[config.mk]
export PLATFORM = sky130hd
export DESIGN_NAME = load_store_unit
export DESIGN_NICKNAME = d
export VERILOG_FILES = /design/src/rtl/load_store_unit.sv
export SDC_FILE = /design/constraint.sdc
export NUM_CORES = 1
export LEC_CHECK = 0
export ABC_AREA = 1
export ABC_CLOCK_PERIOD_IN_PS = 19100
export CAP_MARGIN = 20
export CORE_MARGIN = 4
export CORE_UTILIZATION = 45
export CTS_BUF_LIST = sky130_fd_sc_hd__clkbuf_16
export DETAILED_ROUTE_END_ITERATION = 6
export GPL_TIMING_DRIVEN = 0
export PLACE_DENSITY = 0.79
export RECOVER_POWER = 100
export SLEW_MARGIN = 10
export SYNTH_ARGS = -nofsm -noshare
export SYNTH_HDL_FRONTEND = slang
export SYNTH_SLANG_ARGS = --single-unit
[constraint.sdc]
create_clock -name i_clk -period 19.1 [get_ports i_clk]
set_input_delay 5.73 -clock i_clk [delete_from_list [all_inputs] [get_ports i_clk]]
set_output_delay 5.73 -clock i_clk [all_outputs]
set_load 0.03 [all_outputs]
[src/rtl/load_store_unit.sv]
// load_store_unit: data-memory access stage on a req/gnt/rvalid bus.
// Optional bus timeout enabled by defining LSU_TIMEOUT_EN.
module load_store_unit #(
   parameter int XLEN           = 32,
   parameter int TIMEOUT_CYCLES = 255
) (
   input  logic            i_clk,
   input  logic            i_rst,
   input  logic            i_mem_read,
   input  logic            i_mem_write,
   input  logic [1:0]      i_d_size,
   input  logic            i_d_unsigned,
   input  logic [XLEN-1:0] i_addr,
   input  logic [XLEN-1:0] i_wdata,
   output logic            o_busy,
   output logic [XLEN-1:0] o_rdata,
   output logic            o_rvalid,
   output logic            o_misaligned,
   output logic            o_bus_err,
   output logic            o_dmem_req,
   output logic            o_dmem_we,
   output logic [XLEN-1:0] o_dmem_addr,
   output logic [3:0]      o_dmem_be,
   output logic [XLEN-1:0] o_dmem_wdata,
   input  logic            i_dmem_gnt,
   input  logic            i_dmem_rvalid,
   input  logic [XLEN-1:0] i_dmem_rdata
);

   typedef enum logic [1:0] {
      S_IDLE,
      S_REQ,
      S_WAIT,
      S_RESP
   } state_t;

   localparam logic [7:0] LP_LIM = 8'(TIMEOUT_CYCLES - 1);

   state_t          r_state;
   logic [1:0]      r_size;
   logic [1:0]      r_off;
   logic            r_uns;

   logic            w_access;
   logic            w_misal;
   logic            w_start;
   logic            w_tmo;
   logic [3:0]      w_be;
   logic [XLEN-1:0] w_wdata;
   logic [XLEN-1:0] w_shift;
   logic [XLEN-1:0] w_ext;

   assign w_access = i_mem_read | i_mem_write;
   assign w_start  = (r_state == S_IDLE) & w_access & ~w_misal;

   // Alignment check on the presented access
   always_comb begin
      w_misal = 1'b0;
      if (w_access) begin
         unique case (1'b1)
            (i_d_size == 2'b01): w_misal = i_addr[0];
            i_d_size[1]:         w_misal = (i_addr[1:0] != 2'b00);
            default:             w_misal = 1'b0;
         endcase
      end
   end

   // Byte enables and lane-replicated store data
   always_comb begin
      w_be    = 4'b1111;
      w_wdata = i_wdata;
      unique case (i_d_size)
         2'b00: begin
            w_be    = 4'b0001 << i_addr[1:0];
            w_wdata = {4{i_wdata[7:0]}};
         end
         2'b01: begin
            w_be    = 4'b0011 << i_addr[1:0];
            w_wdata = {2{i_wdata[15:0]}};
         end
         default: begin
            w_be    = 4'b1111;
            w_wdata = i_wdata;
         end
      endcase
   end

   // Align the returned word and sign/zero-extend it
   always_comb begin
      w_shift = i_dmem_rdata >> {r_off, 3'b000};
      w_ext   = w_shift;
      unique case (r_size)
         2'b00:   w_ext = {{24{~r_uns & w_shift[7]}},
                           w_shift[7:0]};
         2'b01:   w_ext = {{16{~r_uns & w_shift[15]}},
                           w_shift[15:0]};
         default: w_ext = w_shift;
      endcase
   end

`ifdef LSU_TIMEOUT_EN
   logic [7:0] r_cnt;

   // Cycle counter for the current REQ/WAIT phase
   always_ff @(posedge i_clk or posedge i_rst) begin
      if (i_rst) begin
         r_cnt <= 8'd0;
      end else if (w_start ||
                   (r_state == S_REQ && i_dmem_gnt)) begin
         r_cnt <= 8'd0;
      end else if (r_state == S_REQ ||
                   r_state == S_WAIT) begin
         r_cnt <= r_cnt + 8'd1;
      end
   end

   assign w_tmo = (r_cnt == LP_LIM) &&
                  ((r_state == S_REQ  && !i_dmem_gnt) ||
                   (r_state == S_WAIT && !i_dmem_rvalid));
`else
   logic w_unused_lim;
   assign w_unused_lim = ^LP_LIM;
   assign w_tmo        = 1'b0;
`endif

   // Stall, misalignment and bus-error indications
   always_comb begin
      o_busy       = 1'b0;
      o_misaligned = 1'b0;
      o_bus_err    = 1'b0;
      if (!i_rst) begin
         unique case (r_state)
            S_IDLE: begin
               o_busy       = w_start;
               o_misaligned = (r_state == S_IDLE) & w_misal;
            end
            S_REQ: begin
               o_busy    = ~(w_tmo | (i_dmem_gnt & o_dmem_we));
               o_bus_err = w_tmo;
            end
            S_WAIT: begin
               o_busy    = ~w_tmo;
               o_bus_err = w_tmo;
            end
            default: o_busy = 1'b0;
         endcase
      end
   end

   // Access sequencing with registered bus and response outputs
   always_ff @(posedge i_clk or posedge i_rst) begin
      if (i_rst) begin
         r_state      <= S_IDLE;
         r_size       <= 2'b00;
         r_off        <= 2'b00;
         r_uns        <= 1'b0;
         o_rdata      <= '0;
         o_rvalid     <= 1'b0;
         o_dmem_req   <= 1'b0;
         o_dmem_we    <= 1'b0;
         o_dmem_addr  <= '0;
         o_dmem_be    <= 4'b0000;
         o_dmem_wdata <= '0;
      end else begin
         unique case (r_state)
            S_IDLE: begin
               o_rvalid <= 1'b0;
               if (w_start) begin
                  r_size       <= i_d_size;
                  r_off        <= i_addr[1:0];
                  r_uns        <= i_d_unsigned;
                  o_dmem_req   <= 1'b1;
                  o_dmem_we    <= ~i_mem_read;
                  o_dmem_addr  <= {i_addr[XLEN-1:2], 2'b00};
                  o_dmem_be    <= w_be;
                  o_dmem_wdata <= w_wdata;
                  r_state      <= S_REQ;
               end
            end
            S_REQ: begin
               if (i_dmem_gnt) begin
                  o_dmem_req <= 1'b0;
                  if (o_dmem_we) begin
                     r_state <= S_IDLE;
                  end else if (i_dmem_rvalid) begin
                     o_rdata  <= w_ext;
                     o_rvalid <= 1'b1;
                     r_state  <= S_RESP;
                  end else begin
                     r_state <= S_WAIT;
                  end
               end else if (w_tmo) begin
                  o_dmem_req <= 1'b0;
                  r_state    <= S_IDLE;
               end
            end
            S_WAIT: begin
               if (i_dmem_rvalid) begin
                  o_rdata  <= w_ext;
                  o_rvalid <= 1'b1;
                  r_state  <= S_RESP;
               end else if (w_tmo) begin
                  r_state <= S_IDLE;
               end
            end
            S_RESP: begin
               o_rvalid <= 1'b0;
               r_state  <= S_IDLE;
            end
            default: r_state <= S_IDLE;
         endcase
      end
   end

endmodule
==> impl_results.md <==
- Layout-stage area growth over the synthesis result: 46.65%
- Cells resized by post-CTS repair: 0
- Number of setup violations in the final report: 0
- Post-synth ARST share: 1.000
- Detailed-placement wirelength estimate: approximately 13 mm
- RSZ-0062 raised after global routing: false
- Routability-driven placement congestion ratio: around 0.86
- Port bufs: slightly above 200
- Count of buffering cells on the critical path with inverters included: 4
- # diodes: 0
- Overflow left after global routing: 0
- Max IR drop VDD: 0.09043 mV
- Critical path type: in -> out
- Clock tree from TritonCTS: yes
- Rows: 39
- Number of buffers on the longest clock path: 2
- Vertical die dimension: 118.2 um
- Number of setup buffers added after CTS: 0
- Delay contributed by the slowest stage of the critical path: 830 ps
- Number of remaining DRC errors: 0
- Most common cell after layout, fill and taps aside: nand2_1
- Count of antenna-violating nets left after detailed routing: 0
- Final routed wirelength across all metal layers: about 17 mm
- Commonest non-fill, non-tap cells in the layout: 307 x nand2_1, 108 x dfrtp_1, 106 x dlygate4sd3_1
- Status: finished clean
- Critical path peak fanout: 88
- Slew at the pin with the worst max-slew slack: 1042 ps
- Worst path required time: between 10000 and 15000 ps
- Number of ports placed on the die boundary: between 200 and 250
- Crit path DAT: 8730 ps
- Power after layout: 1.342 mW
- Drt pass-1 iters: 5
- Wire length of the first global-routing pass: 27.08 mm
- Crit share post-route: 0.7569
- Class of the worst hold path: reg -> reg
- Final core area utilization: 0.6871
- Number of nets in the layout: around 1100
- Post-DR vias/cell: between 4 and 5
- CTS HTree Levels: 3
- Number of pins with negative max-slew slack in the final report: 0
- Fin worst setup slack: between 4000 and 5000 ps
- Count of routing violations after the opening detailed-route iteration: about 340
- Maximum Capacitance Violations: 0
- Core region area: between 10000 and 15000 um^2
- Sequential area share after synthesis: 0.4946
- Worst-case clock skew: around 8.1 ps
- Clock Pin Slew Worst Setup and Hold Paths: 70 ps
- Mean Syn Cell Area: 7.374 um^2
- Worst skew pair latency: about 350 ps
- Prevailing post-synth register cell: dfrtp_1
- Hold-fix buffers, CTS: 0
- Synth Warn #: 0
- Average routed wire per standard cell: 15.10 um
- Setup crit start kind: input port
- Die Width: 118.2 um
- Cell leakage power: about 4 nW
- Yosys reg bits: 108
- Final worst path period need: 14460 ps
- Largest delay contributor family on the critical path: buffers and inverters
- Initial Util: 0.4685
- Clock tree root driver cell: clkbuf_16
- Number of instances in the synthesized netlist: between 700 and 800
- Die area: around 14000 um^2
- Cell-by-cell listing of the critical path: dlygate4sd3_1 > clkinvlp_2 > buf_16 > and3_1 > dlygate4sd3_1
- Worst setup slack after placement: approximately 5500 ps
- Vias in the first global route: about 5300
- Total power density per cell area: 167.5 nW/um^2
- Number of synthesized flops with an enable pin: 0
- Clock sink count: approximately 110
- Slowest library cell on the worst path: clkinvlp_2
- Share of final-layout standard cells stronger than drive strength 1: 0.05176
- Aggregate global-route resource usage: 0.2408
- Fin Hold WS: 474.0 ps
- Total via count in the routed design: between 5000 and 6000
- Setup Total Neg Slack: 0 ps
- Worst-case headroom to the max-slew limit: 0.3012
- Endpoint type of the worst setup path: output pin
- Post-synthesis cell type count: 29
- CP most frequent cell: dlygate4sd3_1
- Final count of hold timing violations: 0
- Highest clock frequency the design can meet: between 60 and 70 MHz
- Netlist area before placement: between 5000 and 6000 um^2
- Pin count of the biggest net entering global routing: 89
- Number of buffers created by CTS: 9
- Initial antenna violation count: 0
power by group:
part           switching, mW  total [mW]  internal [mW]
logic                  0.482       0.752          0.270
clock network         0.0884       0.191          0.103
registers             0.0607       0.399          0.338
path summary, 6_finish.rpt:
check | from | to | slack (ps) | cells after the start
hold / removal | o_dmem_addr[6] | o_dmem_addr[6] | 470 | 2
setup reg to reg | flip-flop | o_rdata[8] | 16700 | 10
min in group asynchronous | i_rst | asynchronous set/reset pin | 6050 | 2
hold reg to reg | o_dmem_addr[6] | o_dmem_addr[6] | 470 | 2
setup / recovery | i_rst | o_misaligned | 4640 | 5
max in group asynchronous | i_rst | o_dmem_addr[20] | 12150 | 3
kinds of logic (layout without fill, tap and decap cells):
group | count (synthesis) | after routing | synth area share
buffers and inverters | 114 | 337 | 0.08976
AOI/OAI and AO/OA | 95 | 95 | 0.09160
adders and majority gates | 5 | 5 | 0.01145
other | 1 | 3 | 0.0006863
and+or+nand+nor | 418 | 418 | 0.3119
DFF | 108 | 108 | 0.4946
metrics by stage:
stage	instance area (um^2)	std cells
6_report	8013	1109
5_1_grt	8013	1109
4_1_cts	8048	1109
3_5_place_dp	7745	1093
3_3_place_gp	7712	1092
2_1_floorplan	5472	743
per-layer routing:
| metal | vias to the layer above | global-route usage | share of wire | wire, um |
|---|---|---|---|---|
| met5 | - | 0 | 0 | 0 |
| met4 | 0 | 0.08205 | 0.021 | 346 |
| met3 | 22 | 0.08883 | 0.099 | 1662 |
| met2 | 224 | 0.3873 | 0.47 | 7795 |
| met1 | 2473 | 0.3009 | 0.41 | 6940 |
| li1 | 2723 | - | - | - |
flip-flops by register name, indices dropped and copies added, names as in the netlist, 2 cells and up, named ones only:
name	cells
o_dmem_be	4
r_size	2
o_dmem_addr	30
o_dmem_wdata	32
r_off	2
o_rdata	32
worst reg2reg max path, cell delays in order (launching register included):
cell      delay (ps)
dfrtp_1          410
inv_1            110
ha_1             270
o21ai_0          320
nand2_4          140
inv_1            100
clkbuf_1         290
clkbuf_1         420
nand3_1          130
nand2_1           80
inv_1             40
cells in the mapped netlist, drive strengths merged (2+ instances only):
master,number,share of area
inv,72,0.049
o21ai,63,0.058
nand2,308,0.21
nand4,2,0.0034
ha,5,0.011
o211ai,7,0.0096
a21oi,22,0.020
buf,29,0.031
nand3,40,0.037
nor2,42,0.029
clkbuf,12,0.0082
dfrtp,108,0.49
or2,23,0.026
cell type report:
| cell class | count | area [um^2] |
|---|---|---|
| fillers | 981 | 3650 |
| repair buffers | 207 | 2090 |
| clock inverters | 7 | 77.57 |
| flip-flops and latches | 108 | 2703 |
| inverters | 73 | 275.3 |
| multi-input cells | 521 | 2278 |
| well taps | 143 | 178.9 |
| clock buffers | 9 | 225.2 |
| plain buffers | 41 | 185.2 |
Power figures use the tool's default switching activity.
